### config.mk
export PLATFORM = sky130hd
export DESIGN_NAME = adc_spi_sampler
export DESIGN_NICKNAME = d
export VERILOG_FILES = /design/src/rtl/fanctrl_pkg.sv /design/src/rtl/adc_sclk_gen.sv /design/src/rtl/adc_spi_sampler.sv
export SDC_FILE = /design/constraint.sdc
export NUM_CORES = 1
export LEC_CHECK = 0
export ABC_AREA = 1
export BUFFER_PORTS_ARGS = -buffer_cell sky130_fd_sc_hd__buf_2
export CAP_MARGIN = 20
export CELL_PAD_IN_SITES_DETAIL_PLACEMENT = 0
export CELL_PAD_IN_SITES_GLOBAL_PLACEMENT = 1
export CORE_ASPECT_RATIO = 0.9
export CORE_MARGIN = 2
export CORE_UTILIZATION = 35
export DETAILED_ROUTE_END_ITERATION = 12
export PLACE_DENSITY = 0.64
export REMOVE_ABC_BUFFERS = 1
export SKIP_CTS_REPAIR_TIMING = 1
export SLEW_MARGIN = 20
export SYNTH_ARGS = -nofsm -noshare
export SYNTH_HDL_FRONTEND = slang
export SYNTH_SLANG_ARGS = --single-unit
export TNS_END_PERCENT = 50
### constraint.sdc
create_clock -name clk_i -period 2.28 [get_ports clk_i]
set_clock_uncertainty 0.15 [all_clocks]
set_input_delay 0.456 -clock clk_i [delete_from_list [all_inputs] [get_ports clk_i]]
set_output_delay 0.456 -clock clk_i [all_outputs]
set_load 0.05 [all_outputs]
### src/rtl/fanctrl_pkg.sv
// ----------------------------------------------------------------------------
// fanctrl_pkg
// Shared definitions for the FanCTRL front end: the ADC sampler FSM state
// encoding, the default ADC result width, and a helper that gives the length
// of one conversion (csn low window + csn hold + one accumulate cycle) in
// clk_i cycles.
// ----------------------------------------------------------------------------
package fanctrl_pkg;

    typedef enum logic [2:0] {
        IDLE,
        CS_SETUP,
        SHIFT,
        CS_HOLD,
        ACCUM
    } adc_state_e;

    localparam int ADC_BITWIDTH_DEFAULT = 8;

    // CS_SETUP (clk_div) + SHIFT (2*clk_div per bit) + CS_HOLD (clk_div) + ACCUM (1)
    function automatic int conv_cycles(input int clk_div, input int lead_bits, input int bitwidth);
        return clk_div * (2 * (lead_bits + bitwidth) + 2) + 1;
    endfunction

endpackage

### src/rtl/adc_sclk_gen.sv
// ----------------------------------------------------------------------------
// adc_sclk_gen
// Generates N_PERIODS serial-clock periods after a start pulse. Each period is
// CLK_DIV clk_i cycles low followed by CLK_DIV cycles high; sclk rests low.
//
// Ports:
//   clk_i    in   system clock
//   rst_i    in   synchronous active-high reset
//   start_i  in   begin a burst of N_PERIODS periods (sclk low phase first)
//   sclk_o   out  registered serial clock
//   rise_o   out  high in the cycle whose closing edge drives sclk 0->1
//   done_o   out  high in the cycle whose closing edge ends the last high phase
// ----------------------------------------------------------------------------
module adc_sclk_gen #(
    parameter int CLK_DIV   = 4,
    parameter int N_PERIODS = 10
) (
    input  logic clk_i,
    input  logic rst_i,
    input  logic start_i,
    output logic sclk_o,
    output logic rise_o,
    output logic done_o
);

    localparam int HALF_W = (CLK_DIV > 1) ? $clog2(CLK_DIV) : 1;
    localparam int BIT_W  = (N_PERIODS > 1) ? $clog2(N_PERIODS) : 1;
    localparam logic [HALF_W-1:0] HALF_LOAD = HALF_W'(CLK_DIV - 1);
    localparam logic [BIT_W-1:0]  BIT_LOAD  = BIT_W'(N_PERIODS - 1);

    logic              active_q, active_d;
    logic              sclk_q, sclk_d;
    logic [HALF_W-1:0] half_q, half_d;
    logic [BIT_W-1:0]  bit_q, bit_d;
    logic              half_tc;

    assign half_tc = active_q && (half_q == '0);
    assign rise_o  = half_tc && !sclk_q;
    assign done_o  = half_tc && sclk_q && (bit_q == '0);
    assign sclk_o  = sclk_q;

    always_comb begin
        active_d = active_q;
        sclk_d   = sclk_q;
        half_d   = half_q;
        bit_d    = bit_q;
        if (start_i) begin
            active_d = 1'b1;
            sclk_d   = 1'b0;
            half_d   = HALF_LOAD;
            bit_d    = BIT_LOAD;
        end else if (active_q) begin
            if (half_q == '0) begin
                half_d = HALF_LOAD;
                sclk_d = !sclk_q;
                // A period is counted off at the end of its high phase.
                if (sclk_q) begin
                    if (bit_q == '0) begin
                        active_d = 1'b0;
                    end else begin
                        bit_d = bit_q - BIT_W'(1);
                    end
                end
            end else begin
                half_d = half_q - HALF_W'(1);
            end
        end
    end

    always_ff @(posedge clk_i) begin
        if (rst_i) begin
            active_q <= 1'b0;
            sclk_q   <= 1'b0;
            half_q   <= '0;
            bit_q    <= '0;
        end else begin
            active_q <= active_d;
            sclk_q   <= sclk_d;
            half_q   <= half_d;
            bit_q    <= bit_d;
        end
    end

endmodule

### src/rtl/adc_spi_sampler.sv
// ----------------------------------------------------------------------------
// adc_spi_sampler
// Reads an MCP3001-style ADC over CSn/SCLK/MISO once every SAMPLE_PERIOD
// cycles, averages 2^AVG_LOG2 conversions and presents the result with a
// one-cycle strobe for FanCTRL.
//
// Ports:
//   clk_i             in   system clock
//   rst_i             in   synchronous active-high reset
//   en_i              in   sampling enable
//   adc_miso_i        in   serial data from ADC, MSB first
//   adc_sclk_o        out  serial clock, idle low
//   adc_csn_o         out  chip select, active low
//   ADC_value_o       out  averaged sample, held between strobes
//   dataValid_STRB_o  out  one-cycle pulse when ADC_value_o updates
//   busy_o            out  conversion in flight (CS_SETUP through ACCUM)
//   sat_o             out  (ADC_SAT_FLAG_EN only) an all-ones raw sample was
//                          seen in the averaging window just reported
//
// Build option: define ADC_SAT_FLAG_EN to add the sat_o port and its logic.
//
// Legal configurations need SAMPLE_PERIOD > conv_cycles(...); a period
// terminal count that arrives while a conversion is in flight is dropped.
//
// state    | meaning
// ---------+---------------------------------------------------------------
// IDLE     | csn high, waiting for period terminal count
// CS_SETUP | csn low, sclk low for CLK_DIV cycles
// SHIFT    | LEAD_BITS+ADC_BITWIDTH sclk periods, miso sampled on rise
// CS_HOLD  | csn high for CLK_DIV cycles
// ACCUM    | add raw sample to the window, strobe when the window is full
// ----------------------------------------------------------------------------
module adc_spi_sampler
    import fanctrl_pkg::*;
#(
    parameter int ADC_BITWIDTH  = ADC_BITWIDTH_DEFAULT,
    parameter int CLK_DIV       = 4,
    parameter int SAMPLE_PERIOD = 1000,
    parameter int AVG_LOG2      = 2,
    parameter int LEAD_BITS     = 2
) (
    input  logic                    clk_i,
    input  logic                    rst_i,
    input  logic                    en_i,
    input  logic                    adc_miso_i,
    output logic                    adc_sclk_o,
    output logic                    adc_csn_o,
    output logic [ADC_BITWIDTH-1:0] ADC_value_o,
    output logic                    dataValid_STRB_o,
    output logic                    busy_o
`ifdef ADC_SAT_FLAG_EN
    ,
    output logic                    sat_o
`endif
);

    localparam int N_BITS = LEAD_BITS + ADC_BITWIDTH;
    localparam int ACC_W  = ADC_BITWIDTH + AVG_LOG2;
    localparam int CNT_W  = AVG_LOG2 + 1;
    localparam int PER_W  = (SAMPLE_PERIOD > 1) ? $clog2(SAMPLE_PERIOD) : 1;
    localparam int TMR_W  = (CLK_DIV > 1) ? $clog2(CLK_DIV) : 1;
    localparam int CONV_CYCLES = conv_cycles(CLK_DIV, LEAD_BITS, ADC_BITWIDTH);

    localparam logic [PER_W-1:0] PER_LAST  = PER_W'(SAMPLE_PERIOD - 1);
    localparam logic [TMR_W-1:0] TMR_LOAD  = TMR_W'(CLK_DIV - 1);
    localparam logic [CNT_W-1:0] AVG_COUNT = CNT_W'(1) << AVG_LOG2;

    if (SAMPLE_PERIOD <= CONV_CYCLES) begin : g_period_check
        $error("adc_spi_sampler: SAMPLE_PERIOD too short for one conversion");
    end

    adc_state_e              state_q, state_d;
    logic [PER_W-1:0]        per_q, per_d;
    logic [TMR_W-1:0]        tmr_q, tmr_d;
    logic [ADC_BITWIDTH-1:0] shift_q, shift_d;
    logic [ACC_W-1:0]        acc_q, acc_d;
    logic [CNT_W-1:0]        cnt_q, cnt_d;
    logic [ADC_BITWIDTH-1:0] value_q, value_d;
    logic                    strb_q, strb_d;
    logic                    csn_q, csn_d;
    logic                    busy_q, busy_d;
`ifdef ADC_SAT_FLAG_EN
    logic                    sat_acc_q, sat_acc_d;
    logic                    sat_q, sat_d;
`endif

    logic             per_tc;
    logic             sclk_start;
    logic             sclk_rise;
    logic             sclk_done;
    logic [ACC_W-1:0] acc_sum;
    logic [CNT_W-1:0] cnt_inc;

    adc_sclk_gen #(
        .CLK_DIV   (CLK_DIV),
        .N_PERIODS (N_BITS)
    ) u_sclk_gen (
        .clk_i   (clk_i),
        .rst_i   (rst_i),
        .start_i (sclk_start),
        .sclk_o  (adc_sclk_o),
        .rise_o  (sclk_rise),
        .done_o  (sclk_done)
    );

    assign per_tc  = (per_q == PER_LAST);
    assign acc_sum = acc_q + ACC_W'(shift_q);
    assign cnt_inc = cnt_q + CNT_W'(1);

    always_comb begin
        state_d    = state_q;
        tmr_d      = tmr_q;
        shift_d    = shift_q;
        acc_d      = acc_q;
        cnt_d      = cnt_q;
        value_d    = value_q;
        strb_d     = 1'b0;
        sclk_start = 1'b0;
`ifdef ADC_SAT_FLAG_EN
        sat_acc_d  = sat_acc_q;
        sat_d      = sat_q;
`endif

        per_d = en_i ? (per_tc ? '0 : per_q + PER_W'(1)) : '0;

        // Shifting all N_BITS through an ADC_BITWIDTH register pushes the
        // lead bits out the top, leaving only the data bits.
        if (sclk_rise) begin
            shift_d = {shift_q[ADC_BITWIDTH-2:0], adc_miso_i};
        end

        case (state_q)
            IDLE: begin
                if (!en_i) begin
                    acc_d = '0;
                    cnt_d = '0;
`ifdef ADC_SAT_FLAG_EN
                    sat_acc_d = 1'b0;
`endif
                end else if (per_tc) begin
                    state_d = CS_SETUP;
                    tmr_d   = TMR_LOAD;
                end
            end
            CS_SETUP: begin
                if (tmr_q == '0) begin
                    state_d    = SHIFT;
                    sclk_start = 1'b1;
                end else begin
                    tmr_d = tmr_q - TMR_W'(1);
                end
            end
            SHIFT: begin
                if (sclk_done) begin
                    state_d = CS_HOLD;
                    tmr_d   = TMR_LOAD;
                end
            end
            CS_HOLD: begin
                if (tmr_q == '0) begin
                    state_d = ACCUM;
                end else begin
                    tmr_d = tmr_q - TMR_W'(1);
                end
            end
            ACCUM: begin
                state_d = IDLE;
                // A conversion finished after en_i dropped is not counted.
                if (en_i) begin
                    if (cnt_inc == AVG_COUNT) begin
                        value_d = ADC_BITWIDTH'(acc_sum >> AVG_LOG2);
                        strb_d  = 1'b1;
                        acc_d   = '0;
                        cnt_d   = '0;
`ifdef ADC_SAT_FLAG_EN
                        sat_d     = sat_acc_q | (&shift_q);
                        sat_acc_d = 1'b0;
`endif
                    end else begin
                        acc_d = acc_sum;
                        cnt_d = cnt_inc;
`ifdef ADC_SAT_FLAG_EN
                        sat_acc_d = sat_acc_q | (&shift_q);
`endif
                    end
                end
            end
            default: state_d = IDLE;
        endcase

        csn_d  = !((state_d == CS_SETUP) || (state_d == SHIFT));
        busy_d = (state_d != IDLE);
    end

    always_ff @(posedge clk_i) begin
        if (rst_i) begin
            state_q   <= IDLE;
            per_q     <= '0;
            tmr_q     <= '0;
            shift_q   <= '0;
            acc_q     <= '0;
            cnt_q     <= '0;
            value_q   <= '0;
            strb_q    <= 1'b0;
            csn_q     <= 1'b1;
            busy_q    <= 1'b0;
`ifdef ADC_SAT_FLAG_EN
            sat_acc_q <= 1'b0;
            sat_q     <= 1'b0;
`endif
        end else begin
            state_q   <= state_d;
            per_q     <= per_d;
            tmr_q     <= tmr_d;
            shift_q   <= shift_d;
            acc_q     <= acc_d;
            cnt_q     <= cnt_d;
            value_q   <= value_d;
            strb_q    <= strb_d;
            csn_q     <= csn_d;
            busy_q    <= busy_d;
`ifdef ADC_SAT_FLAG_EN
            sat_acc_q <= sat_acc_d;
            sat_q     <= sat_d;
`endif
        end
    end

    assign adc_csn_o        = csn_q;
    assign ADC_value_o      = value_q;
    assign dataValid_STRB_o = strb_q;
    assign busy_o           = busy_q;
`ifdef ADC_SAT_FLAG_EN
    assign sat_o            = sat_q;
`endif

endmodule

Word-level counts from Yosys, hierarchy flattened. Cells that the tools add are included.

Flip-flop bits (word level): 55. Bits of input ports: 4. Word-level logic and storage cells: 101.

Add/subtract/negate cells: 6. Eq/ne operators: 15. Muxes and demuxes: 35. Bitwise logic cells: 3. Reductions and logical operators: 27.

Operators with widths (number): 10-bit two-way mux (3); 3-bit two-way mux (8); 4-bit two-way mux (5); 10-bit case mux with 2 select lines (1); 2-bit two-way mux (7); 2-bit != test (second input constant) (7); 3-bit case mux with 4 select lines (1); 10-bit by 1-bit adder with 10-bit output (second input constant) (1); 10-bit by 8-bit adder with 10-bit output (1); 10-bit == test (second input constant) (1); 3-bit by 2-bit == test with 1-bit output (second input constant) (3); 1-bit two-way mux (8); 4-bit AND reduction (2); 2-bit nonzero test (4); 3-bit by 1-bit == test with 1-bit output (second input constant) (2); 3-bit == test (second input constant) (2); 2-bit case mux with 3 select lines (1); 3-bit case mux with 2 select lines (1); 3-bit AND reduction (2); 3-bit nonzero test (2); 3-bit OR reduction (2); 5-bit AND reduction (1); 1-bit logical AND (4); 2-bit logical NOT (2); 10 further kinds (15).

Logic depth before layout (Yosys ltp). Gate-level depths: netlist of run 1.

Depth after elaboration: 9. Depth in mapped cells: 12. Depth with buffers taken out: 12.

Modules after synthesis. A second synthesis of run 1 with hierarchy kept.

Cell total of the unflattened synthesis: 387. Area, all modules: 2813.9 um2.

Modules (own cells, without submodules): adc_spi_sampler (times used 1, cells each 325, area an instance 2389.8 um2, sequential area each 940.9 um2); adc_sclk_gen (times used 1, cells each 62, area an instance 424.2 um2, sequential area each 160.2 um2).

Worst setup path before layout of run 1. OpenSTA, ideal clock, no wires.

Path type: register to register. Start: register shift_q[0]. End: register value_q[4] (netlist: ADC_value_o[4]). Arrival: 1.604 ns. Data required time: 2.074 ns. Path slack: 0.470 ns. Stages on the path, launching flop included: 10. Path buffers: 0. Path through: dfxtp_1 > ha_1 > inv_1 > fa_1 > o21ai_1 > nand2_1 > nand3b_1 > nand2_1 > a21o_2 > inv_1.

Cells in the longest elaborated chain, start to end: 1.

Ends and longest elaborated chain: start: declaration (RTL line adc_spi_sampler.sv:75) `logic [ADC_BITWIDTH-1:0] shift_q, shift_d;`; start signal: assignment (RTL line adc_spi_sampler.sv:215) `shift_q <= shift_d;`; 10-bit by 8-bit adder with 10-bit output (RTL line adc_spi_sampler.sv:107) `assign acc_sum = acc_q + ACC_W'(shift_q);`; end signal: assignment (RTL line adc_spi_sampler.sv:218) `value_q <= value_d;`; end: declaration (RTL line adc_spi_sampler.sv:78) `logic [ADC_BITWIDTH-1:0] value_q, value_d;`.

Every way passes these cells. A chain may end at the register's enable or synchronous reset.

Worst setup path in the final report of run 1. Ends and elaborated chain as after synthesis.

==> flow_metrics.env, run 1 <==
export IMPL_run_status="finished, final reports clean"
export IMPL_post_syn_area_per_cell_um2=7.254
export IMPL_final_layout_size_suffix_gt1_frac=0.09620
export IMPL_die_area_um2=8494
export IMPL_die_height_um=87.64
export IMPL_pwr_density_cell_nw_per_um2=525.4
export IMPL_grt_pass1_vias=2165
export IMPL_hold_worst_slack_ns=0.2215
export IMPL_route_layer_met1_wl_mm=3.223
export IMPL_power_leakage_nw=1.376
export IMPL_synthesis_yosys_warnings=0
export IMPL_worst_setup_path_start_kind="register"
export IMPL_rd_place_congestion=0.7596
export IMPL_worst_path_max_fanout=3
export IMPL_setup_worst_path_end="ADC_value_o[4]"
export IMPL_mapped_area_um2=2720
export IMPL_power_share_switching=0.2381
export IMPL_power_switching_uw=372.7
export IMPL_insertedDiodeCount=0
export IMPL_cts_tree="done"
export IMPL_drc_marker_count_from_the_first_detailed_route_iteration=68
export IMPL_timing_final_ws_setup_ns=0.2588
export IMPL_internal_power_mw=1.193
export IMPL_commonest_non_fill_non_tap_cells_in_the_layout="82 x nand2_1, 55 x dfxtp_1, 53 x nor2_1, 46 x inv_1, 27 x a21oi_1"
export IMPL_final_core_util=0.3949
export IMPL_drt_total_wl_mm=5.952
export IMPL_top_level_ports=16
export IMPL_cp_arrival_ns=2.13
export IMPL_post_dp_hpwl_mm=4.346
export IMPL_rows=30
export IMPL_synth_flop_cell="dfxtp_1"
export IMPL_setup_worst_path_start="shift_q[0]"
export IMPL_fin_tns_setup_ns=0
export IMPL_maxSlewViolCount=0
export IMPL_tightest_slew_ns=0.4016
export IMPL_ys_ff_latch=55
export IMPL_number_of_instances_in_the_synthesized_netlist=375
export IMPL_dieWidth_um=96.93
export IMPL_clock_insertion_delay_worst_skew_ns=0.32
export IMPL_met2_wirelength_mm=2.543
export IMPL_ys_types=35
export IMPL_finalCriticalPeriod_ns=2.021
export IMPL_vias_per_cell=4.658
export IMPL_worst_hold_path_type="input pin to register"
export IMPL_end_kind="register"
export IMPL_postSynth_asyncResetShare=0
export IMPL_final_instance_count_excl_fill=491
export IMPL_unrepaired_setup_endpoints_after_global_routing="false"
export IMPL_route_vias_total=2287
export IMPL_drv_max_cap_violation_count=0
export IMPL_yosysSeqAreaShare=0.4048
export IMPL_root_buffer="clkbuf_8"
export IMPL_min_period_over_period=0.8865
export IMPL_core_area_um2=7545
export IMPL_layout_cells_most_common="nand2_1"
export IMPL_crit_required_ns=2.39
export IMPL_nets=414
export IMPL_synth_enable_flop_cells=0
export IMPL_ant_nets=0
export IMPL_placed_cell_count=483
export IMPL_h_tree_depth=2
export IMPL_placement_io_buffers=15
export IMPL_grt_overflow_total=0
export IMPL_pwr_share_seq=0.617
export IMPL_drt_pass1_iter_count=6
export IMPL_drc_errors=0
export IMPL_wire_per_inst_um=12.12
export IMPL_grt_start_max_net_pins=24
export IMPL_final_setup_violations=0
export IMPL_r2r_setup_slack_ns=0.26
export IMPL_cts_sinks=55
export IMPL_area_growth_syn_to_layout_pct=9.522
export IMPL_worst_r2r_cell_count=9
export IMPL_cts_clock_pin_slew_for_the_worst_setup_and_hold_paths_ns=0.10
export IMPL_numCtsBuffers=5
export IMPL_highest_achievable_clock_rate_mhz=494.7
export IMPL_combinationalPowerShare=0.028
export IMPL_top_layer_used="met4"
export IMPL_placement_setup_worst_slack_ns=0.2740
export IMPL_starting_utilization_of_the_core_area=0.3605
export IMPL_grt_pass1_wl_mm=10.23
export IMPL_timing_final_hold_violations=0
export IMPL_dr_wl_met3_um=130
export IMPL_crit_reg2reg_launch="shift_q[0]"
export IMPL_track_usage=0.1484
export IMPL_grt_antenna_before_repair=0
export IMPL_slew_headroom=0.7315
export IMPL_ir_drop_v=0.0002133
export IMPL_rr_endpoint="ADC_value_o[4]"
export IMPL_share_clk_of_total_power=0.355
export IMPL_cts_root_to_sink_buffers=2
export IMPL_crit_path_kind="register to register"
[through the flow]
step | power (mW) | instance area (µm²)
6_report | 1.565 | 2979
3_3_place_gp | 1.033 | 2892
3_5_place_dp | 1.033 | 2892
4_1_cts | 1.594 | 2979
2_1_floorplan | 1.008 | 2674
5_1_grt | 1.633 | 2979
[worst max-delay path: stages (launching register included)]
cell      delay (ns)
dfxtp_1         0.35
ha_1            0.20
inv_1           0.06
fa_1            0.40
o21ai_1         0.29
nand2_1         0.12
nand3b_1        0.13
nand2_1         0.06
a21o_2          0.18
inv_1           0.04
[metal layers]
layer  track usage  vias up
li1              -     1248
met2        0.2424       18
met3       0.03033        5
met1        0.2015     1016
met5             0        -
met4       0.04225        0
[power by group through the flow]
stage,registers [mW],clock network [mW],logic [mW]
final,0.966,0.556,0.0435
after global routing,0.967,0.617,0.0494
after CTS,0.966,0.583,0.0451
after detailed placement,0.988,0,0.0449
after global placement,0.988,0,0.0447
after floorplan,0.987,0,0.0210
[final cells by class]
type / count / area, µm²
fill: 838 / 4566
clock buffer: 5 / 68.82
clock inverter: 3 / 18.77
tap: 96 / 120.1
inverter: 49 / 183.9
timing repair buffer: 18 / 97.59
multi-input combinational: 265 / 1389
sequential: 55 / 1101
[kinds of logic (layout without fill, tap and decap cells)]
group | Yosys count | count (layout) | synth area share
and+or+nand+nor | 182 | 182 | 0.2944
AOI/OAI and AO/OA | 62 | 62 | 0.1237
DFF | 55 | 55 | 0.4048
buffers and inverters | 55 | 75 | 0.08464
adders and majority gates | 16 | 16 | 0.07636
xor gates and xnor gates | 5 | 5 | 0.01610
[cell usage after synthesis, types with 2 or more instances]
cell | n | area share
nand2_1 | 82 | 0.11
dfxtp_1 | 55 | 0.40
nor2_1 | 53 | 0.073
inv_1 | 46 | 0.063
a21oi_1 | 27 | 0.050
o21ai_0 | 24 | 0.044
nand3_1 | 20 | 0.037
ha_1 | 15 | 0.069
nor3_1 | 6 | 0.011
nand4_1 | 5 | 0.011
nor3b_1 | 4 | 0.011
buf_6 | 3 | 0.012
nand3b_1 | 3 | 0.0083
xor2_1 | 3 | 0.0097
a21o_2 | 2 | 0.0064
clkbuf_1 | 2 | 0.0028
clkinv_1 | 2 | 0.0028
nor2_2 | 2 | 0.0046
nor2_4 | 2 | 0.0083
o31ai_1 | 2 | 0.0055
or2_2 | 2 | 0.0046
xnor2_1 | 2 | 0.0064
[how the worst min path moves through the flow]
| stage | start | endpoint | slack [ns] | cells past startpoint |
|---|---|---|---|---|
| after floorplan | per_q[0] | per_q[0] | 0.27 | 1 |
| after global placement | per_q[0] | per_q[0] | 0.28 | 1 |
| after detailed placement | per_q[0] | per_q[0] | 0.29 | 1 |
| after CTS | adc_miso_i | shift_q[0] | 0.22 | 3 |
| after global routing | adc_miso_i | shift_q[0] | 0.24 | 3 |
| final | adc_miso_i | shift_q[0] | 0.22 | 3 |
[flip-flops by register name (all words and copies together) (netlist names)]
name	flops
busy_o	1
u_sclk_gen.active_q	1
dataValid_STRB_o	1
state_q	3
u_sclk_gen.bit_q	4
adc_csn_o	1
per_q	10
shift_q	8
u_sclk_gen.sclk_o	1
u_sclk_gen.half_q	2
cnt_q	3
tmr_q	2
ADC_value_o	8
acc_q	10
Power figures use the tool's default switching activity.
==> run 2: changes to the inputs <==
--- a/config.mk
+++ b/config.mk
@@ -10,7 +10,7 @@
 export CAP_MARGIN = 20
 export CELL_PAD_IN_SITES_DETAIL_PLACEMENT = 0
 export CELL_PAD_IN_SITES_GLOBAL_PLACEMENT = 1
-export CORE_ASPECT_RATIO = 0.9
+export CORE_ASPECT_RATIO = 1.4
 export CORE_MARGIN = 2
 export CORE_UTILIZATION = 35
 export DETAILED_ROUTE_END_ITERATION = 12
==> constraint.sdc (replaced) <==
create_clock -name clk_i -period 1.9 [get_ports clk_i]
set_clock_uncertainty 0.15 [all_clocks]
set_input_delay 0.38 -clock clk_i [delete_from_list [all_inputs] [get_ports clk_i]]
set_output_delay 0.38 -clock clk_i [all_outputs]
set_load 0.05 [all_outputs]
==> run 2 against run 1 <==
Critical path depth unchanged. Largest cell class unchanged. Sequential cell count unchanged. Setup slack got worse by 0.18 ns. Register-to-register slack got worse by 0.18 ns. Die area increased by 0.10%. Maximum frequency increased by 11%. Final cell count increased by 3.9%. Combinational power increased by 36%. Largest power group unchanged. Power increased by 24%. Global-route usage increased by 1.0 points. Critical endpoint is now ADC_value_o[7].
==> flow_metrics.env, run 2 (synthesized netlist as in run 1, its figures left out) <==
export IMPL_ant_nets=0
export IMPL_final_layout_size_suffix_gt1_frac=0.1610
export IMPL_drc_marker_count_from_the_first_detailed_route_iteration=98
export IMPL_maxSlewViolCount=0
export IMPL_core_area_um2=7655
export IMPL_commonest_non_fill_non_tap_cells_in_the_layout="80 x nand2_1, 53 x dfxtp_1, 51 x nor2_1, 46 x inv_1, 26 x a21oi_1"
export IMPL_critical_path_top_cell_by_count="nand2_1"
export IMPL_crit_required_ns=1.98
export IMPL_grt_pass1_wl_mm=10.43
export IMPL_grt_pass1_vias=2238
export IMPL_rd_place_congestion=0.8549
export IMPL_reg_largest_list="acc_q (10), per_q (10)"
export IMPL_root_buffer="clkbuf_8"
export IMPL_slew_headroom=0.7535
export IMPL_crit_path_kind="register to register"
export IMPL_internal_power_mw=1.507
export IMPL_numCtsBuffers=5
export IMPL_h_tree_depth=2
export IMPL_min_period_over_period=0.9576
export IMPL_cp_arrival_ns=1.90
export IMPL_wire_per_inst_um=12.05
export IMPL_starting_utilization_of_the_core_area=0.3553
export IMPL_clock_insertion_delay_worst_skew_ns=0.32
export IMPL_hold_worst_slack_ns=0.1474
export IMPL_post_dp_hpwl_mm=4.740
export IMPL_drv_max_cap_violation_count=0
export IMPL_combinationalPowerShare=0.030
export IMPL_cts_root_to_sink_buffers=2
export IMPL_power_share_switching=0.2237
export IMPL_highest_achievable_clock_rate_mhz=549.6
export IMPL_fill_cells=823
export IMPL_worst_path_max_fanout=5
export IMPL_placement_io_buffers=15
export IMPL_insertedDiodeCount=0
export IMPL_seqCellArea_um2=1106
export IMPL_cpPeakStageDelay_ns=0.36
export IMPL_pwr_share_seq=0.596
export IMPL_crit_cells=9
export IMPL_path_delay_family="simple AND/OR/NAND/NOR gates"
export IMPL_finalCriticalPeriod_ns=1.819
export IMPL_cpMaxStageDelayCell="dfxtp_1"
export IMPL_cts_clock_pin_slew_for_the_worst_setup_and_hold_paths_ns=0.09
export IMPL_final_core_util=0.4148
export IMPL_drt_total_wl_mm=6.147
export IMPL_unrepaired_setup_endpoints_after_global_routing="true"
export IMPL_share_clk_of_total_power=0.373
export IMPL_die_height_um=108.3
export IMPL_path_buf_inv=1
export IMPL_cts_sinks=55
export IMPL_pwr_density_cell_nw_per_um2=611.3
export IMPL_fin_tns_setup_ns=0
export IMPL_timing_final_hold_violations=0
export IMPL_layout_cells_most_common="nand2_1"
export IMPL_dpl_cell_area_um2=3002
export IMPL_multi_input_comb_area_um2=1446
export IMPL_power_switching_uw=434.2
export IMPL_nets=429
export IMPL_route_vias_total=2347
export IMPL_worst_hold_path_cells=3
export IMPL_power_leakage_nw=1.462
export IMPL_ir_drop_v=0.0003014
export IMPL_drc_errors=0
export IMPL_grt_antenna_before_repair=0
export IMPL_grt_overflow_total=0
export IMPL_area_growth_syn_to_layout_pct=16.74
export IMPL_drt_pass1_iter_count=4
export IMPL_rows=38
export IMPL_cts_tree="done"
export IMPL_vias_per_cell=4.602
export IMPL_worst_hold_path_type="input pin to register"
export IMPL_top_level_ports=16
export IMPL_grt_start_max_net_pins=21
export IMPL_cell_breakdown_of_the_critical_path="ha_1, nand2_1, nand2_1, a21boi_0, nand4_1, nand2_1, nand2_1, nand2_1, inv_1"
export IMPL_final_setup_violations=0
export IMPL_tightest_slew_ns=0.3664
export IMPL_layout_cell_area_non_filler_um2=3176
export IMPL_die_area_um2=8503
export IMPL_dieWidth_um=78.51
export IMPL_worst_setup_path_start_kind="register"
export IMPL_track_usage=0.1586
export IMPL_worst_r2r_cell_count=9
export IMPL_run_status="finished, final reports clean"
export IMPL_end_kind="register"
run 2: metrics by stage:
step / instances / worst slack, ns / power (mW)
4_1_cts: 509 / -0.07093 / 1.985
2_1_floorplan: 369 / 0.08981 / 1.210
6_report: 510 / 0.08052 / 1.941
3_5_place_dp: 501 / -0.05698 / 1.245
5_1_grt: 510 / -0.03666 / 2.028
3_3_place_gp: 501 / -0.04338 / 1.245
run 2: layout make-up:
| cell class | count | share of cell area |
|---|---|---|
| Sequential cell | 55 | 0.3483 |
| Clock buffer | 7 | 0.03034 |
| Multi-Input combinational cell | 265 | 0.4555 |
| Tap cell | 100 | 0.03940 |
| Clock inverter | 1 | 0.002364 |
| Timing Repair Buffer | 33 | 0.06619 |
| Inverter | 49 | 0.05792 |
run 2: final timing paths:
| check | startpoint | endpoint | slack, ns |
|---|---|---|---|
| min reg2reg | per_q[0] | per_q[0] | 0.31 |
| min | adc_miso_i | shift_q[0] | 0.15 |
| max | shift_q[6] | ADC_value_o[7] | 0.08 |
| max reg2reg | shift_q[6] | ADC_value_o[7] | 0.08 |
run 2: power groups by stage:
stage	Sequential, mW	Clock, mW	Combinational [mW]
5_1_grt	1.16	0.803	0.0667
4_1_cts	1.16	0.767	0.0596
2_1_floorplan	1.18	0	0.0252
3_5_place_dp	1.19	0	0.0595
6_report	1.16	0.725	0.0590
3_3_place_gp	1.19	0	0.0594
run 2: routing by layer:
metal,routed length (µm),vias to the layer above,GRT usage
met5,0,-,0
met4,105,0,0.06516
met3,111,6,0.02922
met2,3299,20,0.2918
met1,2630,1047,0.1777
li1,-,1274,-
run 2: worst reg2reg max path, delay by kind of cell, from the launching register on:
family	cells	cell delay, ns
simple gates	6	0.52
buf+inv	1	0.03
fa+ha+maj	1	0.36
flops	1	0.36
compound gates	1	0.32
